[src/rtl/core_ctrl.sv]
// Instruction sequencer for the weight-stationary core: one tile per start pulse
// (weights -> L0 -> PEs, activations -> L0, execute, drain OFIFO -> pmem), plus idle host xmem writes.
module core_ctrl #(
  parameter int bw  = 4,
  parameter int row = 8,
  parameter int col = 8,
  parameter int aw  = 11
) (
  input  logic              clk,
  input  logic              reset,
  input  logic              start,
  input  logic [aw-1:0]     w_base,
  input  logic [aw-1:0]     a_base,
  input  logic [aw-1:0]     p_base,
  input  logic [aw-1:0]     n_act,
  input  logic              host_wr_valid,
  output logic              host_wr_ready,
  input  logic [aw-1:0]     host_addr,
  input  logic [row*bw-1:0] host_data,
  input  logic              ofifo_valid,
  output logic [33:0]       inst,
  output logic [row*bw-1:0] D_xmem,
  output logic              busy,
  output logic              done
);

  localparam logic [33:0] IDLE_WORD = 34'h1_800C_0000;

  localparam int CEN_P  = 32;
  localparam int WEN_P  = 31;
  localparam int CEN_X  = 19;
  localparam int WEN_X  = 18;
  localparam int OF_RD  = 6;
  localparam int L0_RD  = 3;
  localparam int L0_WR  = 2;
  localparam int EXE    = 1;
  localparam int LOAD   = 0;

  localparam logic [aw-1:0] ONE       = aw'(1);
  localparam logic [aw-1:0] COL_K     = aw'(col);
  localparam logic [aw-1:0] LOAD_LAST = aw'(col + row - 1);

  typedef enum logic [2:0] {
    S_IDLE, S_WL0, S_WLOAD, S_AL0, S_EXEC, S_WAIT, S_DRAIN, S_DONE
  } state_t;

  state_t            state, state_nxt;
  logic [aw-1:0]     k, k_nxt;
  logic [aw-1:0]     w_q, a_q, p_q, n_q;
  logic              latch;
  logic [33:0]       inst_nxt;
  logic [row*bw-1:0] d_nxt;
  logic              done_nxt;

  assign busy          = (state != S_IDLE);
  assign host_wr_ready = (state == S_IDLE) && !start;

  always_ff @(posedge clk) begin
    if (reset) begin
      state  <= S_IDLE;
      k      <= '0;
      w_q    <= '0;
      a_q    <= '0;
      p_q    <= '0;
      n_q    <= '0;
      inst   <= IDLE_WORD;
      D_xmem <= '0;
      done   <= 1'b0;
    end else begin
      state  <= state_nxt;
      k      <= k_nxt;
      inst   <= inst_nxt;
      D_xmem <= d_nxt;
      done   <= done_nxt;
      if (latch) begin
        w_q <= w_base;
        a_q <= a_base;
        p_q <= p_base;
        n_q <= n_act;
      end
    end
  end

  // The L0 write and the pmem write each trail their source by one cycle,
  // so the fill and drain states run one cycle longer than their word count.
  always_comb begin
    state_nxt = state;
    k_nxt     = '0;
    inst_nxt  = IDLE_WORD;
    d_nxt     = D_xmem;
    done_nxt  = 1'b0;
    latch     = 1'b0;
    unique case (state)
      S_IDLE: begin
        if (start) begin
          latch     = 1'b1;
          state_nxt = (n_act == '0) ? S_DONE : S_WL0;
        end else if (host_wr_valid) begin
          inst_nxt[CEN_X] = 1'b0;
          inst_nxt[WEN_X] = 1'b0;
          inst_nxt[17:7]  = host_addr;
          d_nxt           = host_data;
        end
      end
      S_WL0: begin
        if (k < COL_K) begin
          inst_nxt[CEN_X] = 1'b0;
          inst_nxt[17:7]  = w_q + k;
        end
        if (k != '0) inst_nxt[L0_WR] = 1'b1;
        if (k == COL_K) state_nxt = S_WLOAD;
        else            k_nxt     = k + ONE;
      end
      S_WLOAD: begin
        inst_nxt[L0_RD] = 1'b1;
        inst_nxt[LOAD]  = 1'b1;
        if (k == LOAD_LAST) state_nxt = S_AL0;
        else                k_nxt     = k + ONE;
      end
      S_AL0: begin
        if (k < n_q) begin
          inst_nxt[CEN_X] = 1'b0;
          inst_nxt[17:7]  = a_q + k;
        end
        if (k != '0) inst_nxt[L0_WR] = 1'b1;
        if (k == n_q) state_nxt = S_EXEC;
        else          k_nxt     = k + ONE;
      end
      S_EXEC: begin
        inst_nxt[L0_RD] = 1'b1;
        inst_nxt[EXE]   = 1'b1;
        if (k == n_q - ONE) state_nxt = S_WAIT;
        else                k_nxt     = k + ONE;
      end
      S_WAIT: begin
        if (ofifo_valid) state_nxt = S_DRAIN;
      end
      S_DRAIN: begin
        if (k < n_q) inst_nxt[OF_RD] = 1'b1;
        if (k != '0) begin
          inst_nxt[CEN_P] = 1'b0;
          inst_nxt[WEN_P] = 1'b0;
          inst_nxt[30:20] = p_q + k - ONE;
        end
        if (k == n_q) state_nxt = S_DONE;
        else          k_nxt     = k + ONE;
      end
      S_DONE: begin
        done_nxt  = 1'b1;
        state_nxt = S_IDLE;
      end
      default: state_nxt = S_IDLE;
    endcase
  end

  // At most one memory port may be enabled in any issued word.
  a_one_mem: assert property (@(posedge clk) disable iff (reset)
    !(!inst[CEN_X] && !inst[CEN_P]));

  a_done_idle: assert property (@(posedge clk) disable iff (reset)
    done |-> !busy);

endmodule
[config.mk]
export PLATFORM = sky130hd
export DESIGN_NAME = core_ctrl
export DESIGN_NICKNAME = d
export VERILOG_FILES = /design/src/rtl/core_ctrl.sv
export SDC_FILE = /design/constraint.sdc
export NUM_CORES = 1
export LEC_CHECK = 0
export CAP_MARGIN = 20
export CORE_ASPECT_RATIO = 0.5
export CORE_UTILIZATION = 54
export CTS_CLUSTER_SIZE = 30
export DETAILED_ROUTE_END_ITERATION = 10
export PLACE_DENSITY = 0.9
export REMOVE_ABC_BUFFERS = 1
export SYNTH_ARGS = -nofsm -noshare
export SYNTH_HDL_FRONTEND = slang
export SYNTH_SLANG_ARGS = --single-unit
[constraint.sdc]
create_clock -name clk -period 7.65 [get_ports clk]
set_clock_uncertainty 0.1 [all_clocks]
set_input_delay 1.1475 -clock clk [delete_from_list [all_inputs] [get_ports clk]]
set_output_delay 1.1475 -clock clk [all_outputs]
set_load 0.05 [all_outputs]
==> results of run 1 <==
## per-layer routing
| metal | share of wire, % | global-route usage [%] | vias up | wire length [um] |
|---|---|---|---|---|
| met1 | 41 | 35.13 | 2990 | 7556 |
| met2 | 47 | 51.36 | 331 | 8692 |
| met4 | 2.6 | 14.62 | 0 | 482 |
| li1 | - | - | 3103 | - |
| met3 | 9.2 | 7.501 | 50 | 1701 |
| met5 | 0 | 0 | - | 0 |
## registers in the layout, indices dropped and copies added, names as in the netlist
register,flops
state,3
k,11
a_q,11
D_xmem,32
p_q,11
w_q,11
inst,30
n_q,11
done,1
## critical path, cell delays in order
cell and delay [ps]:
clkdlybuf4s50_1 490, nor2_1 130, clkdlybuf4s50_1 800
## stage by stage
step	utilization [%]	cell area, um^2	total power [mW]	hold WS [ps]	std cells
after global placement	69.36	8213	1.535	340.7	1113
after floorplan	-	6387	1.313	330.3	785
after detailed placement	69.36	8213	1.576	345.4	1113
final	74.36	8805	2.400	353.8	1144
after global routing	74.36	8805	2.518	368.1	1144
after CTS	74.36	8805	2.396	353.0	1144
## power by group through the flow
stage                     combinational [mW]  sequential, mW  clock [mW]
final                                  0.822           0.763       0.815
after global routing                   0.895           0.771       0.852
after CTS                              0.815           0.761       0.819
after detailed placement               0.801           0.774           0
after global placement                 0.765           0.770           0
after floorplan                        0.456           0.857           0
## cell families after synthesis
kind of cell	count (synthesis)	share of synthesized area, %
other	1	0.05694
multiplexers	6	0.9688
flip-flops	121	36.78
AND/OR/NAND/NOR	318	22.51
AO/OA/AOI/OAI	177	16.60
XOR/XNOR	40	5.319
adder cells (fa/ha/maj)	56	10.98
buffers and inverters	108	6.782
## cell type report
type	count	area (um^2)
fill	826	3037
clock buffer	19	442.9
timing repair buffer	163	1612
inverter	64	240.2
multi-input combinational	600	3732
tap	165	206.4
sequential	121	2422
clock inverter	12	148.9
## worst paths after layout
path	startpoint	endpoint	slack, ps	depth (start not counted)
max	start	host_wr_ready	3830	3
min	D_xmem[23]	D_xmem[23]	350	2
max reg2reg	k[2]	inst[30]	4120	10
min reg2reg	D_xmem[23]	D_xmem[23]	350	2
## cells in the final DEF, fill, tap and decap left out, types with 4 or more instances in the layout
| cell | count |
|---|---|
| a31oi_1 | 4 |
| o211ai_1 | 6 |
| nor2b_1 | 7 |
| or2_2 | 6 |
| nor4_1 | 6 |
| o21a_1 | 7 |
| a222oi_1 | 6 |
| a211oi_1 | 7 |
| o21ai_0 | 20 |
| dfxtp_1 | 121 |
| xnor2_1 | 30 |
| nor3_1 | 34 |
| nor3b_1 | 4 |
| nand3_1 | 15 |
| clkinvlp_4 | 4 |
| nor2_1 | 37 |
| clkinv_2 | 4 |
| nand2b_1 | 10 |
| clkbuf_16 | 17 |
| nand4_1 | 4 |
| xor2_1 | 10 |
| buf_4 | 6 |
| a21oi_1 | 97 |
| inv_1 | 63 |
| a211o_1 | 4 |
| clkdlybuf4s50_1 | 156 |
| nand2_1 | 170 |
| and3_1 | 6 |
| ha_1 | 53 |
## cell usage after synthesis (all sizes together), types with 3 or more instances
cell    instances
a211o           4
a211oi          7
a21o            3
a21oi          97
a222oi          6
a31oi           4
and3            6
buf            20
clkbuf         24
dfxtp         121
fa              3
ha             53
inv            64
mux2            3
mux2i           3
nand2         170
nand2b         10
nand3          16
nand4           4
nor2           38
nor2b           7
nor3           35
nor3b           4
nor4            8
o211ai          6
o21a            7
o21ai          21
o31a            3
or2             6
xnor2          30
xor2           10
==> impl_metrics.tcl, run 1 <==
set metrics [dict create \
    clock_sinks 121 \
    power_leakage_nw 3.512 \
    cts_tree "done" \
    synth_ff_type "dfxtp_1" \
    firstDrtPassIters 6 \
    fin_crit_sh_pct 49.95 \
    nNetsFinal 1115 \
    maxCapViolations 0 \
    grt_pass1_vias 6192 \
    io_pins 161 \
    cts_inserted_buffers 17 \
    post_cts_resized 0 \
    clkSlewWorstSetupHoldPaths_ps 50 \
    switching_share_pct 36.01 \
    clk_latency_ps 430 \
    yosys-top-cells-area "dfxtp_1, ha_1, nand2_1" \
    synth_top_area_share_pct 36.78 \
    io_buffer_count 157 \
    drc 0 \
    htreeDepth 4 \
    wire_per_inst_um 16.11 \
    hold_buffers 0 \
    hpwl_um 12830 \
    rsz0062_at_grt "false" \
    p_int_mw 1.536 \
    die_y_um 80.10 \
    relSlewSlack_pct 34.44 \
    final.setup.tns_ps 0 \
    ant_nets 0 \
    critical_path_arrival_ps 2570 \
    seqPwrFrac_pct 31.8 \
    period_minus_slack_ps 3821 \
    cts_setup_buffers 0 \
    final-setup-viol-count 0 \
    synthCells 827 \
    synth_edf_count 0 \
    grt_remaining_overflow 0 \
    antenna_found_initial 0 \
    synth_area_um2 6586 \
    first_iter_violations 560 \
    drive_gt1_share_pct 5.618 \
    hold_violations 0 \
    async_reset_ff_share_pct 0 \
    grt_pass1_wl_um 29260 \
    hold_class "flip-flop to flip-flop" \
    fin_ws_ps 3829 \
    die_area_um2 12670 \
    p_sw_uw 864.2 \
    yosysUniqueCellTypes 64 \
    vdd_drop_max_mv 0.1461 \
    n_antenna_cell 0 \
    syn_to_final_growth_pct 33.68 \
    pwr-share-clk_pct 34.0 \
    gp_congestion 0.9026 \
    worst_pin_slew_ps 981.1 \
    wirelength_um 18430 \
    cts_max_path_buffers 2 \
    cp-end-kind "output port" \
    grt_usage_pct 29.93 \
    run_status "finished, final reports clean" \
    ys_warn_count 0 \
    cts_root_buf "clkbuf_16" \
    cp-start-kind "primary input" \
    worstPathRequired_ps 6400 \
    synth-seq-cells 121 \
    worstPathMaxFanout 5 \
    finalMaxSlewViolations 0 \
    timing.fmax_ghz 0.2617 \
    pre_cts_ws_ps 3829 \
    num_rows 28 \
    num_vias 6474 \
    start_util_pct 55.62 \
    routed_via_density 5.659 \
    grt_max_degree 86 \
    avgSynthCellArea_um2 7.964 \
    synth_top_area_cell "dfxtp_1" \
    core_um2 11840 \
    worst-setup-path-type "primary input to output port" \
    ys_seq_area_share_pct 36.78 \
    die_w_um 158.2 \
    p_comb_share_pct 34.2 \
    powerDensity_nw_per_um2 272.6 \
]
(Power assumes the default switching activity.)
==> run 2, diff against run 1 <==
--- a/config.mk
+++ b/config.mk
@@ -7,10 +7,10 @@
 export LEC_CHECK = 0
 export CAP_MARGIN = 20
 export CORE_ASPECT_RATIO = 0.5
-export CORE_UTILIZATION = 54
+export CORE_UTILIZATION = 50
 export CTS_CLUSTER_SIZE = 30
 export DETAILED_ROUTE_END_ITERATION = 10
-export PLACE_DENSITY = 0.9
+export PLACE_DENSITY = 0.85
 export REMOVE_ABC_BUFFERS = 1
 export SYNTH_ARGS = -nofsm -noshare
 export SYNTH_HDL_FRONTEND = slang
==> constraint.sdc (replaced) <==
create_clock -name clk -period 3.85 [get_ports clk]
set_clock_uncertainty 0.1 [all_clocks]
set_input_delay 0.5775 -clock clk [delete_from_list [all_inputs] [get_ports clk]]
set_output_delay 0.5775 -clock clk [all_outputs]
set_load 0.05 [all_outputs]
==> impl_metrics.tcl, run 2 (synthesis gave the netlist of run 1 again) <==
set metrics [dict create \
    fin_crit_sh_pct 85.60 \
    cts_max_path_buffers 2 \
    stdcell_count 1148 \
    drive_gt1_share_pct 5.726 \
    htreeDepth 4 \
    post-place-cells 1116 \
    cp-start-kind "flip-flop" \
    worst_pin_slew_ps 1072 \
    crit_buf_inv 2 \
    critical_path_arrival_ps 2620 \
    clkSlewWorstSetupHoldPaths_ps 60 \
    wirelength_um 17760 \
    worstPathMaxFanout 13 \
    cts_inserted_buffers 17 \
    n_antenna_cell 0 \
    grt_pass1_wl_um 29150 \
    clock_sinks 121 \
    cp_cell_sequence "nor3_1 -> inv_2 -> nor2_1 -> clkdlybuf4s50_1" \
    power_leakage_nw 3.516 \
    routed_via_density 5.485 \
    drc 0 \
    die_w_um 164.3 \
    period_minus_slack_ps 3296 \
    cp-end-kind "output port" \
    start_util_pct 51.57 \
    vdd_drop_max_mv 0.2308 \
    grt_max_degree 58 \
    fin_ws_ps 554.4 \
    maxCapViolations 0 \
    cts_tree "done" \
    final_common_cell "nand2_1" \
    pre_cts_ws_ps 738.9 \
    final.setup.tns_ps 0 \
    final_cell_mix "nand2_1, clkdlybuf4s50_1, dfxtp_1, a21oi_1, inv_1" \
    run_status "finished, final reports clean" \
    timing.fmax_ghz 0.3034 \
    final-setup-viol-count 0 \
    io_buffer_count 157 \
    hold_buffers 0 \
    powerDensity_nw_per_um2 539.3 \
    reg_top3 "D_xmem (32), inst (30)" \
    worst-setup-path-type "flip-flop to output port" \
    cts_root_buf "clkbuf_16" \
    first_iter_violations 489 \
    firstDrtPassIters 5 \
    core_um2 12770 \
    critPathMaxStageDelay_ps 800 \
    relSlewSlack_pct 28.04 \
    antenna_found_initial 0 \
    grt_remaining_overflow 0 \
    num_vias 6297 \
    clk_latency_ps 420 \
    grt_usage_pct 26.86 \
    ant_nets 0 \
    wire_per_inst_um 15.47 \
    nNetsFinal 1113 \
    hpwl_um 12720 \
    largest-register "D_xmem" \
    syn_to_final_growth_pct 33.91 \
    rsz0062_at_grt "false" \
    crit_slowest_cell "clkdlybuf4s50_1" \
    worstPathRequired_ps 3170 \
    cts_setup_buffers 0 \
    grt_pass1_vias 6205 \
    fillers 1040 \
    die_area_um2 13660 \
    largest_reg_flops 32 \
    finalMaxSlewViolations 0 \
    die_y_um 83.16 \
    hold_class "flip-flop to flip-flop" \
    hold_violations 0 \
    crit_family "buffers and inverters" \
    gp_congestion 0.9324 \
    num_rows 29 \
    post_cts_resized 0 \
    io_pins 161 \
]
run 2: cell count changes in the layout (fill, tap and decap cells not counted), sizes merged:
cell      delta
buf          -2
bufinv       -1
clkbuf       -1
clkinvlp     -2
inv          +5
run 2: final timing paths:
| check | startpoint | end | slack (ps) | depth (start not counted) |
|---|---|---|---|---|
| hold reg to reg | p_q[4] | p_q[4] | 350 | 2 |
| setup / recovery | state[2] | host_wr_ready | 550 | 4 |
| setup reg to reg | k[2] | inst[30] | 650 | 10 |
| hold / removal | p_q[4] | p_q[4] | 350 | 2 |
run 2: stage by stage:
step / util, % / power, mW / cell area [um^2] / hold slack, ps
finish: 69.05 / 4.756 / 8820 / 352.0
floorplan: - / 2.610 / 6387 / 330.3
CTS: 69.05 / 4.763 / 8820 / 354.4
global placement: 64.35 / 3.092 / 8219 / 340.9
global route: 69.05 / 5.008 / 8820 / 371.8
detailed placement: 64.35 / 3.130 / 8219 / 346.6
run 2: report_power, final:
group          switching (mW)  leakage, nW  internal [mW]
clock network           0.639        0.290          0.986
registers               0.120        0.986           1.39
logic                   0.984         2.24          0.633
total                    1.74         3.52           3.01
run 2: worst reg2reg max path, cell delays in order, from the launching register on:
cell,delay [ps]
dfxtp_1,580
inv_1,180
ha_1,360
inv_1,50
ha_1,290
a21o_1,180
a21oi_1,290
o21ai_0,180
a2111oi_0,530
nor3_1,140
nor3b_1,240
run 2: routing by layer:
metal  wire length, um  track usage [%]  up-vias
met3              1250            5.694       37
met4               363            10.35        0
met5                 0                0        -
met1              8034            33.96     2934
li1                  -                -     3087
met2              8114            44.65      239
run 2: area by class of cell:
cell class              count  area (um^2)  area share (%)
flip-flops and latches    121         2422           27.46
clock buffers              18        439.2           4.979
repair buffers            161         1609           18.24
well taps                 170        212.7           2.412
inverters                  64        240.2           2.724
clock inverters            14        161.4           1.830
multi-input cells         600         3735           42.35
==> run 3, diff against run 2 <==
--- a/config.mk
+++ b/config.mk
@@ -8,6 +8,7 @@
 export CAP_MARGIN = 20
 export CORE_ASPECT_RATIO = 0.5
 export CORE_UTILIZATION = 50
+export CTS_CLUSTER_DIAMETER = 80
 export CTS_CLUSTER_SIZE = 30
 export DETAILED_ROUTE_END_ITERATION = 10
 export PLACE_DENSITY = 0.85
==> results of run 3 <==
Final layout, timing and power as in run 2 (identical DEF).
